File: src/rtl/regbank_arbiter.sv
// Two-port arbiter/sequencer for a single-port 8x16 register bank with level-sensitive load.
// Each transaction is granted in IDLE and retired with a one-cycle ack in DONE.
module regbank_arbiter #(
    parameter int DATA_W = 16,
    parameter int ID_W   = 3
) (
    input  logic              clk,
    input  logic              reset,
    input  logic              req0,
    input  logic              we0,
    input  logic [ID_W-1:0]   id0,
    input  logic [DATA_W-1:0] wdata0,
    output logic              ack0,
    input  logic              req1,
    input  logic              we1,
    input  logic [ID_W-1:0]   id1,
    input  logic [DATA_W-1:0] wdata1,
    output logic              ack1,
    output logic [DATA_W-1:0] rdata,
    output logic              busy,
    output logic [ID_W-1:0]   bank_rId,
    output logic [DATA_W-1:0] bank_rIn,
    output logic              bank_ldR,
    input  logic [DATA_W-1:0] bank_rOut
);

    typedef enum logic [2:0] {
        IDLE,
        SETUP,
        LOAD,
        HOLD,
        SAMPLE,
        DONE
    } state_t;

    state_t              state_q, state_d;
    logic                last_q;
    logic                owner_q;
    logic                we_q;
    logic [ID_W-1:0]     id_q;
    logic [DATA_W-1:0]   wdata_q;
    logic [DATA_W-1:0]   rdata_q;

    logic                grantValid_d;
    logic                grantPort_d;

    // Grant decision and sequencing; on a tie the port that did not win last time gets the bank.
    always_comb begin
        state_d      = state_q;
        grantValid_d = 1'b0;
        grantPort_d  = 1'b0;
        case (state_q)
            IDLE: begin
                if (req0 && req1) begin
                    grantValid_d = 1'b1;
                    grantPort_d  = ~last_q;
                end else if (req0) begin
                    grantValid_d = 1'b1;
                    grantPort_d  = 1'b0;
                end else if (req1) begin
                    grantValid_d = 1'b1;
                    grantPort_d  = 1'b1;
                end
                if (grantValid_d) begin
                    state_d = SETUP;
                end
            end
            SETUP:   state_d = we_q ? LOAD : SAMPLE;
            LOAD:    state_d = HOLD;
            HOLD:    state_d = DONE;
            SAMPLE:  state_d = DONE;
            DONE:    state_d = IDLE;
            default: state_d = IDLE;
        endcase
    end

    // id_q/wdata_q drive the bank directly, so they double as the stable setup/hold values.
    always_ff @(posedge clk) begin
        if (!reset) begin
            state_q <= IDLE;
            last_q  <= 1'b1;
            owner_q <= 1'b0;
            we_q    <= 1'b0;
            id_q    <= '0;
            wdata_q <= '0;
            rdata_q <= '0;
        end else begin
            state_q <= state_d;
            if (grantValid_d) begin
                owner_q <= grantPort_d;
                last_q  <= grantPort_d;
                we_q    <= grantPort_d ? we1 : we0;
                id_q    <= grantPort_d ? id1 : id0;
                if (grantPort_d ? we1 : we0) begin
                    wdata_q <= grantPort_d ? wdata1 : wdata0;
                end
            end
            if (state_q == SAMPLE) begin
                rdata_q <= bank_rOut;
            end
        end
    end

    assign bank_rId = id_q;
    assign bank_rIn = wdata_q;
    assign bank_ldR = (state_q == LOAD);
    assign ack0     = (state_q == DONE) && !owner_q;
    assign ack1     = (state_q == DONE) && owner_q;
    assign busy     = (state_q != IDLE);
    assign rdata    = rdata_q;

endmodule

File: config.mk
export PLATFORM = sky130hd
export DESIGN_NAME = regbank_arbiter
export DESIGN_NICKNAME = d
export VERILOG_FILES = /design/src/rtl/regbank_arbiter.sv
export SDC_FILE = /design/constraint.sdc
export NUM_CORES = 1
export LEC_CHECK = 0
export CELL_PAD_IN_SITES_DETAIL_PLACEMENT = 0
export CELL_PAD_IN_SITES_GLOBAL_PLACEMENT = 1
export CORE_ASPECT_RATIO = 0.9
export CORE_MARGIN = 2
export CORE_UTILIZATION = 29
export CTS_BUF_LIST = sky130_fd_sc_hd__clkbuf_16
export DETAILED_ROUTE_END_ITERATION = 10
export HOLD_SLACK_MARGIN = 0.1
export PLACE_DENSITY = 0.85
export SLEW_MARGIN = 20
export SYNTH_ARGS = -nofsm -noshare
export SYNTH_HDL_FRONTEND = slang
export SYNTH_SLANG_ARGS = --single-unit
File: constraint.sdc
create_clock -name clk -period 4.2 [get_ports clk]
set_input_delay 0.63 -clock clk [delete_from_list [all_inputs] [get_ports clk]]
set_output_delay 0.63 -clock clk [all_outputs]
set_load 0.01 [all_outputs]
==> impl_metrics.yaml <==
clock_network:
  clock_sinks: 41
  clkTransAtPathRegs_ns: 0.06
  cts_root_buf: "clkbuf_16"
  cts_made_buffers: 5
  clk_latency_ns: 0.28
  clockBufferDepth: 2
  htreeDepth: 2
  cts_hold_buf: 0
  post_cts_buffers: 0
  cts_tree: "yes"
  cts_resized: 0
outcome:
  outcome: "finished clean"
cells_and_area:
  final_nets: 353
  area_growth_pct: 62.4
  mostFrequentLayoutCells: "clkdlybuf4s50_1, dfxtp_1, nand2_1"
  utilization: 0.486
  mostFrequentLayoutCell: "clkdlybuf4s50_1"
  insertedDiodeCount: 0
  drive_gt1_frac: 0.0411
power_and_ir_drop:
  cellLeakagePower_nw: 1.23
  ir_drop_mv: 0.170
  p_per_area_mw_per_mm2: 363
  power_mw: 1.07
yosys:
  ys_ff_latch: 41
  yosys.area.top_type: "dfxtp_1"
  synth_mux_area_frac: 0.0935
  synth_top_cells_by_area: "dfxtp_1, mux2i_1, o211a_1, nand2_1, nand3_1"
  ys_async_sr_fraction: 0
  syn_area_mm2: 0.00182
  synth_adder_area_share: 0
  synth_xor_area_frac: 0
  synth_cell_types: 26
  postSynthAreaPerCell_um2: 9.01
  synth_compound_area_frac: 0.212
  synthSimpleGateAreaFrac: 0.190
  synth_fp_nets: 262
  synth_edf_count: 0
  synth_top_area_frac: 0.451
  yosys_warnings: 0
  postSynthCellCount: 202
  ys_seq_area_frac: 0.451
  synth_top_family_by_area: "compound AO/OA/AOI/OAI gates"
  synth-main-ff-cell: "dfxtp_1"
critical_path:
  cp.required_ns: 4.42
  crit_chain: "clkdlybuf4s50_1, a21boi_2, a32o_1, and2_1, o211a_1"
  critPathArrivalTime_ns: 2.79
  path_max_fanout: 17
  timing.critical_path.buf_inv: 1
  max_stage_delay_ns: 0.62
  path_delay_family: "compound AO/OA/AOI/OAI gates"
  cp_slowest_cell: "and2_1"
  critPathKind: "primary input to flop"
  critPathLaunchType: "primary input"
  endpoint_kind: "flop"
route:
  dr_total_vias: 1716
  drt_iter0_drc: 21
  drtPass1Iterations: 4
  drcViolationCount: 0
  drt_wl_total_mm: 4.76
  wire_per_inst_um: 13.1
  final_antenna_net_count: 0
  vias_per_cell: 4.71
sta:
  period_needed_ns: 2.57
  final.period_utilization: 0.611
  finalHoldViolCount: 0
  rsz0062_at_grt: "no"
  finClkSkew_ns: 0.00367
  max_freq_mhz: 390
  finalSetupTns_ns: 0
  relSlewSlack: 0.584
  worst_pin_slew_ns: 0.624
  maxSlewViolCount: 0
  setup_viol: 0
global_routing:
  grt_pass1_wl_mm: 7.70
  grt_max_degree: 44
  grt_pass1_vias: 1683
  grt_usage: 0.142
  grt_overflow_total: 0
  antenna_found_initial: 0
placed_design:
  dp_hpwl_mm: 3.46
  gp_congestion: 0.785
  io_buffer_count: 98
floorplanning:
  rows: 27
  die_x_um: 87.5
  coreArea_mm2: 0.00608
  die_area_mm2: 0.00693
  start_util: 0.299
  io_pins: 99
  die_h_um: 79.2
run:
  drv_cap: 0
min_path:
  hold_class: "flop to flop"
[power breakdown]
| part | internal (mW) | switching (mW) |
|---|---|---|
| Sequential | 0.428 | 0.0251 |
| Combinational | 0.157 | 0.118 |
| Clock | 0.212 | 0.135 |
| Total | 0.796 | 0.278 |
[through the flow]
| stage | worst slack, ns | hold slack [ns] | cells | cell area, um^2 |
|---|---|---|---|---|
| 2_1_floorplan | 2.41 | 0.444 | 202 | 1820 |
| 3_3_place_gp | 1.45 | 0.440 | 358 | 2830 |
| 3_5_place_dp | 1.37 | 0.446 | 358 | 2830 |
| 4_1_cts | 1.66 | 0.453 | 364 | 2960 |
| 5_1_grt | 1.44 | 0.470 | 364 | 2960 |
| 6_report | 1.63 | 0.449 | 364 | 2960 |
[cells by family after synthesis]
| family | count (synthesis) |
|---|---|
| and+or+nand+nor | 76 |
| AOI/OAI and AO/OA | 49 |
| DFF | 41 |
| buffers and inverters | 19 |
| muxes | 17 |
[tightest hold or removal path: stages (launching register included)]
cell,delay (ns)
dfxtp_1,0.30
nand2_1,0.05
a21boi_1,0.05
[area by class of cell]
cell class | count | area [um^2]
Sequential cell | 41 | 821
Tap cell | 72 | 90.1
Inverter | 2 | 7.51
Clock buffer | 5 | 125
Multi-Input combinational cell | 142 | 905
Clock inverter | 1 | 5.00
Fill cell | 608 | 3120
Timing Repair Buffer | 101 | 1000
[flip-flops by register name, summed over array words and instances (netlist names)]
name,flops
last_q,1
rdata,16
owner_q,1
bank_rIn,16
we_q,1
state_q,3
bank_rId,3
[cell usage after synthesis, types with 2 or more instances]
master / n
nor3_1: 2
o21ai_0: 4
nor2b_1: 3
dfxtp_1: 41
mux2i_1: 17
clkbuf_1: 10
nor2_1: 5
buf_2: 4
nand3_1: 19
o21a_1: 2
nor3b_1: 2
a21boi_0: 6
a21oi_1: 4
a21boi_1: 12
o211ai_1: 2
o211a_1: 16
and2_1: 3
nand2_1: 39
o21ai_1: 2
buf_6: 3
[final timing paths]
check	cells past startpoint	endpoint	startpoint	slack, ns
setup / recovery	5	bank_rIn[2]	req1	1.63
hold / removal	2	rdata[3]	rdata[3]	0.45
setup reg to reg	4	bank_rIn[2]	last_q	2.22
hold reg to reg	2	rdata[3]	rdata[3]	0.45
[routing by layer]
layer | share of wire | track usage | vias up
met5 | 0 | 0 | -
met4 | 0.011 | 0.0462 | 0
met3 | 0.11 | 0.0707 | 5
met2 | 0.42 | 0.223 | 76
met1 | 0.46 | 0.168 | 753
li1 | - | - | 882
(Power assumes the default switching activity.)
